**src/rtl/mem_arbiter.sv**
```systemverilog
// Single-port memory arbiter for CPU fetch, CPU data and program loader.
// One combinational grant per cycle, one-cycle read return, fetch anti-starvation and loader bus lock.
module mem_arbiter #(
    parameter int MAX_WAIT = 4
) (
    input  logic        clk,
    input  logic        reset,
    input  logic        i_req,
    input  logic [31:0] i_addr,
    output logic        i_gnt,
    output logic        i_rvalid,
    output logic [31:0] i_rdata,
    input  logic        d_req,
    input  logic        d_we,
    input  logic [31:0] d_addr,
    input  logic [31:0] d_wdata,
    input  logic [3:0]  d_be,
    output logic        d_gnt,
    output logic        d_rvalid,
    output logic [31:0] d_rdata,
    input  logic        l_req,
    input  logic        l_lock,
    input  logic [31:0] l_addr,
    input  logic [31:0] l_wdata,
    output logic        l_gnt,
    output logic        m_en,
    output logic        m_we,
    output logic [31:0] m_addr,
    output logic [31:0] m_wdata,
    output logic [3:0]  m_be,
    input  logic [31:0] m_rdata,
    output logic        locked
);

    typedef enum logic {SHARED, LOCKED} state_t;
    typedef enum logic [1:0] {OWN_NONE, OWN_FETCH, OWN_DATA} owner_t;

    localparam logic [3:0] MAX_WAIT_C = 4'(MAX_WAIT);

    state_t     state_q, state_d;
    owner_t     owner_q, owner_d;
    logic [3:0] wait_cnt_q, wait_cnt_d;
    logic       promoted;

    assign promoted = (wait_cnt_q == MAX_WAIT_C);
    assign locked   = (state_q == LOCKED);

    // Grant decision: loader first, then promoted fetch, data, plain fetch.
    always_comb begin
        l_gnt = 1'b0;
        d_gnt = 1'b0;
        i_gnt = 1'b0;
        if (!reset) begin
            if (state_q == LOCKED) begin
                l_gnt = l_req;
            end else if (l_req) begin
                l_gnt = 1'b1;
            end else if (i_req && promoted) begin
                i_gnt = 1'b1;
            end else if (d_req) begin
                d_gnt = 1'b1;
            end else if (i_req) begin
                i_gnt = 1'b1;
            end
        end
    end

    always_comb begin
        m_en    = 1'b0;
        m_we    = 1'b0;
        m_addr  = '0;
        m_wdata = '0;
        m_be    = '0;
        if (l_gnt) begin
            m_en    = 1'b1;
            m_we    = 1'b1;
            m_addr  = l_addr;
            m_wdata = l_wdata;
            m_be    = 4'hF;
        end else if (d_gnt) begin
            m_en    = 1'b1;
            m_we    = d_we;
            m_addr  = d_addr;
            m_wdata = d_wdata;
            m_be    = d_be;
        end else if (i_gnt) begin
            m_en    = 1'b1;
            m_addr  = i_addr;
            m_be    = 4'hF;
        end
    end

    always_comb begin
        state_d    = state_q;
        owner_d    = OWN_NONE;
        wait_cnt_d = wait_cnt_q;
        case (state_q)
            SHARED:  if (l_gnt && l_lock) state_d = LOCKED;
            LOCKED:  if (!l_req || !l_lock) state_d = SHARED;
            default: state_d = SHARED;
        endcase
        if (i_gnt) begin
            owner_d = OWN_FETCH;
        end else if (d_gnt && !d_we) begin
            owner_d = OWN_DATA;
        end
        // Saturate rather than wrap so a promoted fetch stays promoted while the loader holds the bus.
        if (i_gnt || !i_req) begin
            wait_cnt_d = '0;
        end else if (wait_cnt_q != MAX_WAIT_C) begin
            wait_cnt_d = wait_cnt_q + 4'd1;
        end
    end

    always_ff @(posedge clk) begin
        if (reset) begin
            state_q    <= SHARED;
            owner_q    <= OWN_NONE;
            wait_cnt_q <= '0;
        end else begin
            state_q    <= state_d;
            owner_q    <= owner_d;
            wait_cnt_q <= wait_cnt_d;
        end
    end

    // Return path is gated by reset so a read in flight when reset arrives never surfaces.
    assign i_rvalid = !reset && (owner_q == OWN_FETCH);
    assign d_rvalid = !reset && (owner_q == OWN_DATA);
    assign i_rdata  = i_rvalid ? m_rdata : 32'h0;
    assign d_rdata  = d_rvalid ? m_rdata : 32'h0;

endmodule
```
**config.mk**
```make
export PLATFORM = sky130hd
export DESIGN_NAME = mem_arbiter
export DESIGN_NICKNAME = d
export VERILOG_FILES = /design/src/rtl/mem_arbiter.sv
export SDC_FILE = /design/constraint.sdc
export NUM_CORES = 1
export LEC_CHECK = 0
export BUFFER_PORTS_ARGS = -buffer_cell sky130_fd_sc_hd__buf_2
export CORE_AREA = 2 2 133 135
export CTS_BUF_LIST = sky130_fd_sc_hd__clkbuf_8
export DETAILED_ROUTE_END_ITERATION = 8
export DIE_AREA = 0 0 135 137
export GPL_ROUTABILITY_DRIVEN = 0
export HOLD_SLACK_MARGIN = 0.02
export PLACE_DENSITY = 0.42
export SLEW_MARGIN = 20
export SYNTH_ARGS = -nofsm -noshare
export SYNTH_HDL_FRONTEND = slang
export SYNTH_SLANG_ARGS = --single-unit
```
**constraint.sdc**
```tcl
create_clock -name clk -period 2.6 [get_ports clk]
set_input_delay 0.26 -clock clk [delete_from_list [all_inputs] [get_ports clk]]
set_output_delay 0.26 -clock clk [all_outputs]
set_load 0.02 [all_outputs]
```
### Yosys cells after proc, flatten, opt, wreduce, memory -nomap -nowiden

Cells that the tools add are included.

| operators by class | value |
|---|---|
| $add $sub $neg | 1 |
| equal/unequal tests | 4 |
| muxes and demuxes | 34 |
| bitwise logic cells | 1 |
| reductions and logical operators | 14 |

Operators with widths:

| kind | count |
|---|---|
| $mux 32 | 7 |
| $mux 1 | 22 |
| $mux 4 | 3 |
| $logic_and 1x1->1 | 5 |
| $logic_not 1->1 | 5 |
| $add 4x1->4 const B | 1 |
| $eq 4x3->1 const B | 1 |
| $ne 4x3->1 const B | 1 |
| $reduce_or 2->1 | 2 |
| $eq 2x1->1 const B | 1 |
| $eq 2x2->1 const B | 1 |
| $logic_or 1x1->1 | 2 |
| $mux 2 | 1 |
| $pmux 1 s2 | 1 |
| $not 1->1 | 1 |

| storage, ports and cells | value |
|---|---|
| register bits | 7 |
| input port bits | 203 |
| output and inout bits | 140 |

### Logic depth before layout (Yosys ltp)

| depth | value |
|---|---|
| word-level depth | 9 |
| depth in mapped cells | 8 |

### Worst setup path before layout

Ideal clock, no wire load.

| path | value |
|---|---|
| path kind | reg-to-output |
| start | reg wait_cnt_q[0] |
| end | out m_addr[10] |
| data arrival time | 1,730 ps |
| path slack | 610 ps |
| cell stages (with the launch flop) | 7 |
| cell sequence | dfxtp_1 -> inv_1 -> ha_1 -> nand3b_4 -> a2111oi_4 -> buf_6 -> a221o_1 |

| on the way | value |
|---|---|
| cells in the longest elaborated chain, start to end | 9 |
| elaborated cells on any way between the ends | 13 |

Ends and longest elaborated chain:

| item | line | text |
|---|---|---|
| from (decl) | 42 | `logic [3:0] wait_cnt_q, wait_cnt_d;` |
| from (signal assigned) | 123 | `wait_cnt_q <= wait_cnt_d;` |
| $eq 4x3->1 | 45 | `assign promoted = (wait_cnt_q == MAX_WAIT_C);` |
| $logic_and 1x1->1 | 58 | `end else if (i_req && promoted) begin` |
| $mux 1 | 58 |  |
| $mux 1 | 56 | `end else if (l_req) begin` |
| $mux 1 | 54 | `if (state_q == LOCKED) begin` |
| $mux 1 | 53 | `if (!reset) begin` |
| via i_gnt | 10 | `output logic i_gnt,` |
| $mux 32 | 86 | `end else if (i_gnt) begin` |
| $mux 32 | 80 | `end else if (d_gnt) begin` |
| $mux 32 | 74 | `if (l_gnt) begin` |
| to (decl) | 28 | `output logic [31:0] m_addr,` |

The timed path passes the listed nets, and every way through them passes these cells.

### Worst setup path after layout

| path | value |
|---|---|
| start | reg wait_cnt_q[0] |
| end | out m_addr[8] |

| on the way | value |
|---|---|
| cells in the longest elaborated chain, start to end | 9 |
| elaborated cells on any way between the ends | 13 |

Ends and longest elaborated chain:

| item | line |
|---|---|
| $eq 4x3->1 * | 45 |
| $logic_and 1x1->1 * | 58 |
| $mux 1 | 58 |
| $mux 1 | 56 |
| $mux 1 | 54 |
| $mux 1 | 53 |
| $mux 32 | 86 |
| $mux 32 * | 80 |
| $mux 32 * | 74 |

Every way passes the cells marked *; elsewhere a longest branch is shown, timed or not.

==> out/results.ini <==
[worst_hold_path]
min_path_type=input pin to register

[pwr]
clkPwrFrac=0.191
p_leak_nw=2.308
power_density_mw_per_mm2=210.9
peakVddDrop_mv=0.07201
sw_frac_of_total=0.4267
p_comb_frac=0.668
pwr-share-seq=0.141
p_switching_uw=341.9
intPower_uw=459.4

[final_layout]
drive_gt1_frac=0.6435
area_delta_synth_final_pct=112.9
final_cell_mix=342 x buf_2, 97 x and2_1, 32 x a221o_1, 32 x a22o_1
nets=767
fillCellCount=1947
mostFrequentLayoutCell=buf_2
antenna_cells=0

[clock_tree]
clock-sinks=7
hold_buffers=0
tritoncts=built
cts_made_buffers=3
clk_pin_slew_worst_paths_ps=40
cts.path.max_buffers=2
ctsHtreeMaxLevel=1
post_cts.repair.setup_buffers=0
cts_resized=0
cts_root_buf=clkbuf_8
insertion_delay_ps=230

[sta]
tightest_slew_ps=525.9
setup_violations=0
rsz0062_at_grt=false
max_freq_mhz=422.7
finalHoldViolCount=0
slew_headroom=0.6473
finalCritPeriodShare=0.9100
post-route-min-period_ps=2366
worst_slack_ps=234.1
drv_slew=0
finalClockSkew_ps=0.2259
tns_ps=0

[synth]
yosysSeqAreaShare=0.07854
syn_avg_cell_area_um2=7.757
yosysWarnings=0
syn_nets=435
syn_area_mm2=0.001784
synth.distinct_cells=27
postSynthCellCount=230
ys_seq_elements=7

[run_status]
status=finished clean

[placed_design]
pre_cts_slack_ps=476.1
portBuffers=342
dpl.hpwl_um=10860

[die]
dieArea_mm2=0.01850
io_pins=343
core_area_mm2=0.01706
row_count=48
die_w_um=135
die_h_um=137
initial_core_util=0.1046

[route]
vias=3110
drc=0
wl_per_cell_um=15.67
drt_iter0_markers=94
vias_per_cell=3.957
drt_pass1_iterations=4
drt_wl_total_um=12320
ant_nets=0

[flow_run]
maxCapViolCount=0

[worst_setup_path]
cp.arrival_ps=2110
cp-end-kind=primary output
cp-start-kind=register
critPathRequiredTime_ps=2340
critical_path_class=register to primary output
crit_fanout=46

[global_routing]
overflow=0
gr-usage-all-layers=0.1165
antenna_found_initial=0
first_global_vias=2909
grt_pass1_wl_um=16440
grt_max_degree=47

[area by class of cell]
class | instances | area (um^2) | area share
repair buffers | 350 | 1809 | 0.4763
multi-input cells | 191 | 1489 | 0.3920
well taps | 225 | 281.5 | 0.07411
flip-flops and latches | 7 | 140.1 | 0.03689
clock buffers | 3 | 41.29 | 0.01087
inverters | 9 | 33.78 | 0.008893
clock inverters | 1 | 3.754 | 0.0009881
[through the flow]
step / cells / power (mW) / hold slack [ps] / util / area [um^2]
6_report: 786 / 0.8012 / 240.2 / 0.2227 / 3799
5_1_grt: 786 / 0.8486 / 247.1 / 0.2227 / 3799
4_1_cts: 786 / 0.8114 / 249.3 / 0.2227 / 3799
3_5_place_dp: 782 / 0.6563 / 475.0 / 0.2201 / 3754
3_3_place_gp: 782 / 0.6595 / 467.9 / 0.2201 / 3754
2_1_floorplan: 230 / 0.3691 / 332.4 / - / 1784
[worst max-delay path, cell delays in order, from the launching register on]
cell      delay (ps)
dfxtp_1          330
inv_1             70
ha_1             210
nand3b_4         170
o21ai_4          250
inv_2             80
buf_12           180
a221o_1          390
buf_2            170
[logic make-up (layout without fill, tap and decap cells)]
group,after synthesis,after routing,synth area share
AND/OR/NAND/NOR,110,110,0.3934
AO/OA/AOI/OAI,75,75,0.4004
buffers and inverters,32,363,0.09256
flip-flops,7,7,0.07854
adder cells (fa/ha/maj),2,2,0.01402
XOR/XNOR,2,2,0.009819
multiplexers,2,2,0.01122
[synth_stat cells]
master / instances / area (um^2)
a2111oi_0: 1 / 8.760
a21o_1: 1 / 7.510
inv_2: 1 / 3.750
clkbuf_1: 12 / 45.04
nand2b_1: 2 / 12.51
inv_1: 7 / 26.28
clkinv_1: 1 / 3.750
buf_2: 6 / 30.03
nor3b_1: 2 / 15.01
mux2i_1: 2 / 20.02
nand3b_4: 1 / 20.02
a22o_1: 32 / 280.3
a2111oi_4: 1 / 27.53
dfxtp_1: 7 / 140.1
nand3_1: 2 / 10.01
o211ai_1: 4 / 30.03
nor4b_2: 1 / 15.01
buf_6: 5 / 56.30
nor2_1: 2 / 7.510
xnor2_1: 2 / 17.52
ha_1: 2 / 25.02
and2_1: 97 / 606.8
a211oi_1: 2 / 15.01
a211o_1: 1 / 8.760
nor3_1: 3 / 15.01
o21ai_4: 1 / 16.27
a221o_1: 32 / 320.3
[layer usage]
metal	wire [um]	global-route usage	up-vias	share of wire
li1	-	-	1517	-
met1	4455	0.1277	1367	0.36
met2	6384	0.2188	215	0.52
met3	1288	0.03593	11	0.10
met4	187	0.02720	0	0.015
met5	0	0	-	0
[power by group through the flow]
stage / Combinational (mW) / Sequential, mW / Clock [mW]
after CTS: 0.542 / 0.113 / 0.156
after global placement: 0.544 / 0.115 / 0
after floorplan: 0.253 / 0.116 / 0
final: 0.535 / 0.113 / 0.153
after detailed placement: 0.541 / 0.115 / 0
after global routing: 0.574 / 0.113 / 0.162
[flip-flops by register name, summed over array words and instances, names as in the netlist]
signal      cells
wait_cnt_q      4
owner_q         2
locked          1
[path summary, 6_finish.rpt]
check             cells after the start  slack (ps)                         end                       start
hold / removal                        2         240       owner_q[1]$_SDFF_PP0_                        d_we
setup reg to reg                      5        1050  wait_cnt_q[3]$_SDFFE_PP0P_  wait_cnt_q[0]$_SDFFE_PP0P_
hold reg to reg                       2         560  wait_cnt_q[3]$_SDFFE_PP0P_  wait_cnt_q[3]$_SDFFE_PP0P_
setup / recovery                      8         230                   m_addr[8]  wait_cnt_q[0]$_SDFFE_PP0P_
(Power assumes the default switching activity.)
